==> config.mk <==
export PLATFORM = sky130hd
export DESIGN_NAME = arcfour_engine
export DESIGN_NICKNAME = d
export VERILOG_FILES = /design/src/rtl/arcfour_pkg.sv /design/src/rtl/arcfour_swap_unit.sv /design/src/rtl/arcfour_engine.sv
export SDC_FILE = /design/constraint.sdc
export NUM_CORES = 1
export LEC_CHECK = 0
export CAP_MARGIN = 20
export CELL_PAD_IN_SITES_DETAIL_PLACEMENT = 1
export CELL_PAD_IN_SITES_GLOBAL_PLACEMENT = 1
export CORE_MARGIN = 1.5
export CORE_UTILIZATION = 40
export DETAILED_ROUTE_END_ITERATION = 8
export GPL_TIMING_DRIVEN = 0
export HOLD_SLACK_MARGIN = 0.06
export PLACE_DENSITY_LB_ADDON = 0.1
export SLEW_MARGIN = 20
export SYNTH_ARGS = -nofsm -noshare
export SYNTH_HDL_FRONTEND = slang
export SYNTH_SLANG_ARGS = --single-unit
==> constraint.sdc <==
create_clock -name clk -period 4.1 [get_ports clk]
set_input_delay 0.82 -clock clk [delete_from_list [all_inputs] [get_ports clk]]
set_output_delay 0.82 -clock clk [all_outputs]
set_load 0.005 [all_outputs]
==> src/rtl/arcfour_pkg.sv <==
// arcfour_pkg: shared types for the RC4 engine.
// Holds the FSM states, swap phases, run modes, S-box depth and the byte filter.
package arcfour_pkg;
   localparam int SBOX_DEPTH = 256;

   typedef enum logic [2:0] {IDLE, INIT, KSA, PRGA, DONE} fsm_state_t;
   typedef enum logic [1:0] {RD_I, RD_J, WR_I, WR_J} swap_phase_t;
   typedef enum logic {FULL, CHECK} mode_t;

   function automatic logic byte_ok(
      input logic [7:0] b,
      input logic [7:0] lo,
      input logic [7:0] hi
   );
      return ((b >= lo) && (b <= hi)) || (b == 8'h20);
   endfunction
endpackage

==> src/rtl/arcfour_swap_unit.sv <==
// arcfour_swap_unit: RD_I/RD_J/WR_I/WR_J swap of S[i],S[j], owns j and S port mux.
// Ports: go runs phases, i/inc in, ext_* used when idle, si/sj out, swap_done on WR_J.
module arcfour_swap_unit
   import arcfour_pkg::*;
(
   input  logic       clk,
   input  logic       reset,
   input  logic       go,
   input  logic       j_clr,
   input  logic [7:0] i,
   input  logic [7:0] inc,
   input  logic [7:0] ext_addr,
   input  logic [7:0] ext_din,
   input  logic       ext_wren,
   input  logic [7:0] s_dout,
   output logic [7:0] s_addr,
   output logic [7:0] s_din,
   output logic       s_wren,
   output logic [7:0] si,
   output logic [7:0] sj,
   output logic       swap_done
);
   swap_phase_t phase, phase_n;
   logic [7:0]  j;
   logic [7:0]  j_nxt;

   // s_dout holds S[i] during RD_J
   assign j_nxt = j + s_dout + inc;

   always_ff @(posedge clk or negedge reset) begin
      if (!reset) begin
         phase <= RD_I;
         j     <= '0;
         si    <= '0;
         sj    <= '0;
      end else begin
         phase <= phase_n;
         if (j_clr)
            j <= '0;
         else if (go && phase == RD_J)
            j <= j_nxt;
         if (go && phase == RD_J)
            si <= s_dout;
         if (go && phase == WR_I)
            sj <= s_dout;
      end
   end

   always_comb begin
      phase_n   = RD_I;
      s_addr    = ext_addr;
      s_din     = ext_din;
      s_wren    = ext_wren;
      swap_done = 1'b0;
      if (go) begin
         unique case (phase)
            RD_I: begin
               phase_n = RD_J;
               s_addr  = i;
               s_din   = '0;
               s_wren  = 1'b0;
            end
            RD_J: begin
               phase_n = WR_I;
               s_addr  = j_nxt;
               s_din   = '0;
               s_wren  = 1'b0;
            end
            WR_I: begin
               phase_n = WR_J;
               s_addr  = i;
               s_din   = s_dout;
               s_wren  = 1'b1;
            end
            WR_J: begin
               phase_n   = RD_I;
               s_addr    = j;
               s_din     = si;
               s_wren    = 1'b1;
               swap_done = 1'b1;
            end
         endcase
      end
   end
endmodule

==> src/rtl/arcfour_engine.sv <==
// arcfour_engine: RC4 init/KSA/PRGA over external S RAM, cipher ROM, plain RAM.
// Ports: start/mode/key/key_len in; busy/done/key_ok/err out; s_*, k_*, a_* memories.
module arcfour_engine
   import arcfour_pkg::*;
#(
   parameter int         KEY_MAX = 3,
   parameter int         MSG_LEN = 32,
   parameter int         MSG_AW  = (MSG_LEN > 1) ? $clog2(MSG_LEN) : 1,
   parameter logic [7:0] CHK_LO  = 8'h61,
   parameter logic [7:0] CHK_HI  = 8'h7A
) (
   input  logic                         clk,
   input  logic                         reset,
   input  logic                         start,
   input  logic                         mode,
   input  logic [KEY_MAX*8-1:0]         key,
   input  logic [$clog2(KEY_MAX+1)-1:0] key_len,
   output logic                         busy,
   output logic                         done,
   output logic                         key_ok,
   output logic                         err,
   output logic [7:0]                   s_addr,
   output logic [7:0]                   s_din,
   output logic                         s_wren,
   input  logic [7:0]                   s_dout,
   output logic [MSG_AW-1:0]            k_addr,
   input  logic [7:0]                   k_dout,
   output logic [MSG_AW-1:0]            a_addr,
   output logic [7:0]                   a_din,
   output logic                         a_wren
);
   localparam int KL_W = $clog2(KEY_MAX+1);
   localparam int KB_N = 1 << KL_W;
   localparam logic [7:0] LAST_N = 8'(SBOX_DEPTH-1);
   localparam logic [MSG_AW-1:0] K_LAST = MSG_AW'(MSG_LEN-1);

   fsm_state_t        state, state_n;
   mode_t             mode_q;
   logic [7:0]        i;
   logic [MSG_AW-1:0] k;
   logic [KL_W-1:0]   kidx;
   logic [KL_W-1:0]   kl_q;
   logic [1:0]        ptail;
   logic [7:0]        key_b [KB_N];

   logic       kl_ok, go, j_clr, ext_wren, swap_done, abort;
   logic [7:0] ext_addr, ext_din, inc, si, sj, pt;

   assign kl_ok  = (key_len != '0) && (key_len <= KL_W'(KEY_MAX));
   assign inc    = (state == KSA) ? key_b[kidx] : 8'h00;
   assign pt     = s_dout ^ k_dout;
   assign abort  = (mode_q == CHECK) && !byte_ok(pt, CHK_LO, CHK_HI);
   assign k_addr = k;
   assign a_addr = a_wren ? k : '0;

   arcfour_swap_unit u_swap (
      .clk       (clk),
      .reset     (reset),
      .go        (go),
      .j_clr     (j_clr),
      .i         (i),
      .inc       (inc),
      .ext_addr  (ext_addr),
      .ext_din   (ext_din),
      .ext_wren  (ext_wren),
      .s_dout    (s_dout),
      .s_addr    (s_addr),
      .s_din     (s_din),
      .s_wren    (s_wren),
      .si        (si),
      .sj        (sj),
      .swap_done (swap_done)
   );

   always_ff @(posedge clk or negedge reset) begin
      if (!reset) begin
         state  <= IDLE;
         mode_q <= FULL;
         i      <= '0;
         k      <= '0;
         kidx   <= '0;
         kl_q   <= '0;
         ptail  <= '0;
         key_ok <= 1'b0;
         err    <= 1'b0;
         for (int n = 0; n < KB_N; n++)
            key_b[n] <= '0;
      end else begin
         state <= state_n;
         unique case (state)
            IDLE: begin
               if (start) begin
                  for (int n = 0; n < KEY_MAX; n++)
                     key_b[n] <= key[n*8 +: 8];
                  kl_q   <= key_len;
                  mode_q <= mode_t'(mode);
                  err    <= !kl_ok;
                  key_ok <= 1'b0;
                  i      <= '0;
                  k      <= '0;
                  kidx   <= '0;
                  ptail  <= '0;
               end
            end
            INIT: i <= i + 8'd1;
            KSA: begin
               if (swap_done) begin
                  // PRGA starts with i already pre-incremented
                  i    <= (i == LAST_N) ? 8'd1 : i + 8'd1;
                  kidx <= (kidx == kl_q - 1'b1) ? '0 : kidx + 1'b1;
               end
            end
            PRGA: begin
               unique case (ptail)
                  2'd0: if (swap_done) ptail <= 2'd1;
                  2'd1: ptail <= 2'd2;
                  default: begin
                     ptail <= 2'd0;
                     i     <= i + 8'd1;
                     k     <= k + 1'b1;
                     if (abort || k == K_LAST)
                        key_ok <= !abort;
                  end
               endcase
            end
            default: ;
         endcase
      end
   end

   always_comb begin
      state_n  = state;
      busy     = 1'b0;
      done     = 1'b0;
      go       = 1'b0;
      j_clr    = 1'b0;
      ext_addr = '0;
      ext_din  = '0;
      ext_wren = 1'b0;
      a_wren   = 1'b0;
      a_din    = '0;
      unique case (state)
         IDLE: begin
            if (start) begin
               j_clr   = 1'b1;
               state_n = kl_ok ? INIT : DONE;
            end
         end
         INIT: begin
            busy     = 1'b1;
            ext_addr = i;
            ext_din  = i;
            ext_wren = 1'b1;
            if (i == LAST_N)
               state_n = KSA;
         end
         KSA: begin
            busy = 1'b1;
            go   = 1'b1;
            if (swap_done && i == LAST_N) begin
               j_clr   = 1'b1;
               state_n = PRGA;
            end
         end
         PRGA: begin
            busy = 1'b1;
            go   = (ptail == 2'd0);
            // after the swap si+sj equals new S[i]+S[j]
            if (ptail == 2'd1)
               ext_addr = si + sj;
            if (ptail == 2'd2) begin
               a_wren = 1'b1;
               a_din  = pt;
               if (abort || k == K_LAST)
                  state_n = DONE;
            end
         end
         DONE: begin
            done    = 1'b1;
            state_n = IDLE;
         end
         default: state_n = IDLE;
      endcase
   end
endmodule
==> results of run 1 <==
-- sequential cells by signal (all words and copies together) (netlist names) --
register	cells
key_b	24
i	8
u_swap.j	8
u_swap.si	8
u_swap.sj	8
k_addr	5
state	3
kidx	2
kl_q	2
ptail	2
u_swap.phase	2
err	1
key_ok	1
mode_q	1
-- report_power, final --
group          switching (mW)  internal [mW]  total (mW)
sequential              0.227          0.931        1.16
combinational            1.17           1.02        2.19
clock                   0.334          0.537       0.871
total                    1.73           2.49        4.22
-- metrics by stage --
step	instances	hold slack [ns]	total power [mW]
after floorplan	517	0.450	2.38
after global routing	775	0.428	4.53
final	775	0.406	4.22
after CTS	773	0.412	4.18
after global placement	745	0.469	3.17
after detailed placement	746	0.475	3.26
-- layer usage --
metal | vias up | global-route usage [%]
li1 | 2020 | -
met1 | 2161 | 32.0
met2 | 92 | 44.3
met3 | 23 | 4.27
met4 | 0 | 8.52
met5 | - | 0
-- timing repair --
action | CTS | global route
gates resized for setup | 51 | 11
buffers inserted | 11 | 2
endpoints found under the hold margin | 0 | 0
pin swaps | 24 | 8
endpoints found under the setup margin | 6 | 7
-- cell usage in the layout (no fill, tap or decap), types with 12 or more instances in the layout --
master           count
a21oi_1             27
buf_2               12
buf_4               14
clkdlybuf4s50_1     75
dfrtp_1             73
ha_1                19
inv_1               12
mux2_2              26
nand2_1             90
nor2_1              51
o21ai_0             13
xnor2_1             14
xor2_1              14
-- worst max-delay path: stages, from the launching register on --
cell      delay [ns]
dfrtp_2         0.44
buf_8           0.15
mux2i_4         0.18
nor2_2          0.11
a21oi_2         0.05
nor2_2          0.13
fa_1            0.45
ha_1            0.29
a21o_1          0.19
a21oi_4         0.15
o21bai_1        0.09
a21oi_1         0.17
xor2_1          0.22
a211oi_1        0.11
a221o_1         0.30
buf_2           0.13
-- logic make-up (layout without fill, tap and decap cells) --
kind of cell / after synthesis / in the layout / share of synthesized area (%)
muxes: 35 / 35 / 8.05
DFF: 75 / 75 / 39.5
and+or+nand+nor: 207 / 207 / 20.0
adders and majority gates: 30 / 30 / 9.32
buffers and inverters: 34 / 149 / 3.11
AOI/OAI and AO/OA: 107 / 107 / 14.7
xor gates and xnor gates: 29 / 29 / 5.34
-- worst max-delay path by stage --
stage                     end                start  slack (ns)
global placement    s_addr[7]            s_dout[1]       -0.83
CTS                 s_addr[6]  kidx[1]$_DFFE_PN0P_       -0.24
floorplan           s_addr[7]  kidx[1]$_DFFE_PN0P_        0.26
finish              s_addr[6]  kidx[1]$_DFFE_PN0P_       -0.22
global route        s_addr[6]  kidx[1]$_DFFE_PN0P_       -0.34
detailed placement  s_addr[7]            s_dout[1]       -0.83
-- area by class of cell --
class                   count  area (um2)  share of cell area (%)
inverters                  14        52.6                   0.828
well taps                 143         179                    2.82
repair buffers             99         947                    14.9
clock buffers               9         225                    3.55
multi-input cells         408        2850                    44.9
clock inverters             7         101                    1.60
flip-flops and latches     75        1880                    29.6
plain buffers              20         109                    1.72
==> key figures, run 1 <==
Placement
  • Gpl congestion: 0.855
  • Post-DP HPWL: 11300 um
  • Placed Area: 5810 um2
  • Port bufs: 85
  • Pre-CTS WS: -0.833 ns

Timing
  • Worst Tran Pin Value: 0.720 ns
  • Worst setup margin: -0.219 ns
  • Final hold violation count: 0
  • Crit share post-route: 105%
  • # setup viols final: 3
  • F_max: 232 MHz
  • Final slew viol count: 0
  • Clk_skew: 0.00669 ns
  • Setup TNS: -0.492 ns
  • Unrepaired setup endpoints after global routing: true
  • Final Critical Period: 4.32 ns
  • Worst slew margin: 51.8%

Clock tree
  • Root Buffer Master: clkbuf_16
  • Worst-path clk slew: 0.06 ns
  • Hold Buf Count CTS: 0
  • # clock sinks: 75
  • Deepest clock path buffer count: 2
  • H-tree levels: 3
  • CTS Buf Count: 9
  • CTS tree: yes
  • Clk_lat worst skew: 0.34 ns

Cells and area
  • Share of layout cells above drive strength 1: 17.7%
  • Final Cell Area: 6340 um2
  • Diode count: 0
  • Area growth syn-to-layout: 33.5%
  • Fill cell count: 1321
  • Finished Core Util: 55.1%
  • Net count, final: 703

Die
  • Die X: 112 um
  • Die span in y: 112 um
  • IO Count: 86
  • Core ar.: 11500 um2
  • # rows: 39
  • Initial Util: 41.3%
  • Die area: 12500 um2

Route
  • Detail Route met2 WL: 7690 um
  • Routed Antenna Nets: 0
  • DR iter-0 viols: 169
  • Vias: 4296
  • WL met3: 688 um
  • DR pass1 iterations: 6
  • Drt drc: 4
  • Vias per cell: 5.54
  • Per-cell routed wire length: 19.6 um
  • Max Used Layer: met4
  • Final WL: 15200 um
  • Metal-1 WL: 6510 um

Logic synthesis
  • Nets in the synthesized netlist: 593
  • Most common cell in the netlist: nand2_1
  • Distinct cells, synth: 54
  • Synth warnings: 8
  • Top cells by instance count after synthesis: nand2_1 (91), dfrtp_1 (75), nor2_1 (55)
  • Cell area after synthesis: 4750 um2
  • Ys flop type: dfrtp_1
  • Syn Area/Cell: 9.19 um2
  • Async SR Flop Fraction: 100%
  • Cell count after synthesis: 517
  • Synthesized flop and latch total: 75
  • Sequential element share of the synthesized area: 39.5%
  • Top cells by area, synth: dfrtp_1 (39%), nand2_1 (7.2%), mux2_2 (6.2%), ha_1 (5.5%), nor2_1 (4.3%)
  • Top cell type's share of synthesized area: 39.5%
  • Synth area leader: dfrtp_1
  • EDFF count, synth: 0

Power
  • Leak: 2.93 nW
  • Max IR drop VDD: 0.381 mV
  • Pwr Density: 665 nW/um2

Global route
  • GR Overflow Total: 0
  • Pin count of the biggest net entering global routing: 50
  • First-pass GRT wire length: 24600 um
  • Global Route Usage Sum: 25.3%
  • Antenna violations before repair: 0
  • Number of global-route vias before repair: 4674

Setup path
  • Setup CP Type: flip-flop to primary output
  • CP Capture Type: primary output
  • Required @ worst endpoint: 3.28 ns
  • Register-to-register setup slack: 1.11 ns
  • CP arrival: 3.50 ns
  • Critical path peak fanout: 5
  • FF-to-FF path depth: 14
  • RR Endpoint: u_swap.j[6]$_DFFE_PN0P_
  • Setup crit start kind: flip-flop
  • FF-to-FF Start: kidx[1]$_DFFE_PN0P_

Worst hold path
  • Worst Hold Class: input pin to async pin

Status
  • Status: finished with violations
  • Failing checks: design-rule violations, negative setup slack

Job
  • Max-cap violations: 0
Note: power is estimated with default switching activity, not from simulation.
==> inputs of run 2 (changes only) <==
Settings changed: DONT_BUFFER_PORTS from default to 1, REMOVE_ABC_BUFFERS from default to 1.
==> run 2 against run 1 <==
- the flow still finishes with violations (design-rule violations, negative setup slack)
- die area stayed put
- via count is 9.5% lower
- sequential power hardly changed
- routed wire length is 6.6% lower
- utilization is 8.5 points lower
- setup slack better by 0.052 ns
- cell area is 15% lower
- clock power is 3.4% lower
- clock skew hardly changed
- hold slack worse by 0.25 ns
- fmax is 1.2% higher
- sequential share of layout area is 5.5 points higher
==> key figures, run 2 (synthesis results as in run 1) <==
Cells and area
  • Net count, final: 601
  • Fill cell count: 1331
  • Most flop-heavy register: key_b
  • Most frequent cells in the layout: nand2_1 (90), dfrtp_1 (70), nor2_1 (54), a21oi_1 (28), mux2_2 (26)
  • Diode count: 0
  • Final Cell Area: 5360 um2
  • Share of layout cells above drive strength 1: 17.5%
  • Largest register FFs: 24
  • Non-filler cells, final: 673
  • FF/Latch Area: 1890 um2
  • Commonest non-fill, non-tap cell in the layout: nand2_1
  • Area growth syn-to-layout: 12.8%
  • Multi-input logic area: 2800 um2

Die
  • Die span in y: 112 um
  • Core ar.: 11500 um2
  • # rows: 39
  • Die X: 112 um
  • Initial Util: 41.3%
  • Die area: 12500 um2
  • IO Count: 86

Setup path
  • FF-to-FF Start: kidx[1]$_DFFE_PN0P_
  • CP arrival: 3.45 ns
  • CP Capture Type: primary output
  • CP max-delay cell: dfrtp_4
  • FF-to-FF path depth: 14
  • Setup CP Type: flip-flop to primary output
  • Critical path peak fanout: 7
  • RR Endpoint: u_swap.j[6]$_DFFE_PN0P_
  • Register-to-register setup slack: 0.94 ns
  • Buffers & Inverters on Critical Path: 0
  • Crit-path cells: mux2i_1, nor2_1, a21oi_1, nor2_1, fa_1, ha_1, a21o_1, a21oi_2, o21bai_1, a21oi_1, xor2_1, a211oi_1, a221o_1
  • Setup crit start kind: flip-flop
  • Required @ worst endpoint: 3.28 ns
  • CP peak stage delay: 0.55 ns
  • Delay-heaviest family, CP: compound AO/OA/AOI/OAI gates

Clock tree
  • # clock sinks: 75
  • Root Buffer Master: clkbuf_16
  • CTS tree: yes
  • Clk_lat worst skew: 0.35 ns
  • Worst-path clk slew: 0.07 ns
  • CTS Buf Count: 9
  • H-tree levels: 3
  • Deepest clock path buffer count: 2

Power
  • Total power: 3.75 mW
  • Leak: 2.51 nW
  • Max IR drop VDD: 0.289 mV
  • Pwr Density: 700 nW/um2

Route
  • Routed Antenna Nets: 0
  • DR pass1 iterations: 6
  • Vias per cell: 5.78
  • Vias: 3890
  • Per-cell routed wire length: 21.1 um
  • Drt drc: 3
  • Final WL: 14200 um
  • DR iter-0 viols: 175

Placement
  • Gpl congestion: 0.789
  • Post-DP HPWL: 10100 um
  • Placed Area: 4870 um2
  • Port bufs: 0
  • Placed Instances: 642

Timing
  • Final slew viol count: 0
  • Worst hold slack: 0.154 ns
  • Worst setup margin: -0.166 ns
  • F_max: 234 MHz
  • Unrepaired setup endpoints after global routing: true
  • Crit share post-route: 104%
  • Worst slew margin: 49.9%
  • Final Critical Period: 4.27 ns
  • Clk_skew: 0.00698 ns
  • Final hold violation count: 0
  • Worst Tran Pin Value: 0.750 ns
  • # setup viols final: 3

Global route
  • Antenna violations before repair: 0
  • First-pass GRT wire length: 23000 um
  • Pin count of the biggest net entering global routing: 76
  • Number of global-route vias before repair: 4277
  • GR Overflow Total: 0
  • Global Route Usage Sum: 24.0%

Status
  • Failing checks: design-rule violations, negative setup slack
  • Status: finished with violations

Job
  • Max-cap violations: 0

Worst hold path
  • Worst Hold Class: input pin to async pin
## run 2: changes by cell type in the layout (fill, tap and decap cells not counted), moves of 4 or more
cell	previous run	this run
buf_2	12	0
clkbuf_1	8	0
dlygate4sd2_1	4	0
clkdlybuf4s50_1	75	0
## run 2: metrics by stage
stage | setup WS, ns | TNS, ns | utilization [%]
after CTS | -0.176 | -0.449 | 46.1
after detailed placement | -0.379 | -0.959 | 42.3
final | -0.166 | -0.378 | 46.6
after floorplan | 0.249 | 0 | -
after global placement | -0.373 | -0.876 | 42.0
after global routing | -0.370 | -0.956 | 46.6
## run 2: how the worst max path moves through the flow
stage | depth (start not counted) | to | slack, ns | from
6_report | 13 | s_addr[6] | -0.17 | kidx[1]$_DFFE_PN0P_
5_1_grt | 13 | s_addr[6] | -0.37 | kidx[1]$_DFFE_PN0P_
4_1_cts | 13 | s_addr[6] | -0.18 | kidx[1]$_DFFE_PN0P_
3_5_place_dp | 12 | s_addr[6] | -0.38 | kidx[1]$_DFFE_PN0P_
3_3_place_gp | 12 | s_addr[6] | -0.37 | kidx[1]$_DFFE_PN0P_
2_1_floorplan | 15 | s_addr[7] | 0.25 | kidx[1]$_DFFE_PN0P_
## run 2: power breakdown
part,switching [mW],internal (mW)
logic,1.03,0.719
clock network,0.360,0.481
registers,0.230,0.932
total,1.62,2.13
## run 2: worst reg2reg max path: stages, from the launching register on
cell,delay [ns]
dfrtp_4,0.55
mux2i_1,0.17
nor2_1,0.06
a21oi_1,0.14
nor2_1,0.08
fa_1,0.48
ha_1,0.31
a21o_1,0.19
a21oi_2,0.20
o21bai_1,0.10
a21oi_1,0.17
xor2_1,0.22
buf_4,0.14
o21ai_0,0.07
nor2b_1,0.16
## run 2: layout make-up
class / instances / share of cell area (%)
multi-input cells: 408 / 52.2
flip-flops and latches: 75 / 35.2
clock buffers: 9 / 4.20
well taps: 143 / 3.34
repair buffers: 17 / 2.61
clock inverters: 7 / 1.52
inverters: 14 / 0.980
## run 2: timing repair
| item | 4_1_cts | 5_1_grt |
|---|---|---|
| endpoints found under the hold margin | 0 | 0 |
| endpoints found under the setup margin | 6 | 4 |
| resized for setup | 18 | 7 |
| hold buffers | 0 | 0 |
| pin swaps | 5 | 4 |
| buffers inserted | 9 | 6 |
## run 2: layer usage
metal	GRT usage [%]	part of all wire (%)
met5	0	0
met4	9.03	1.9
met3	4.91	4.1
met2	41.0	50
met1	30.2	44
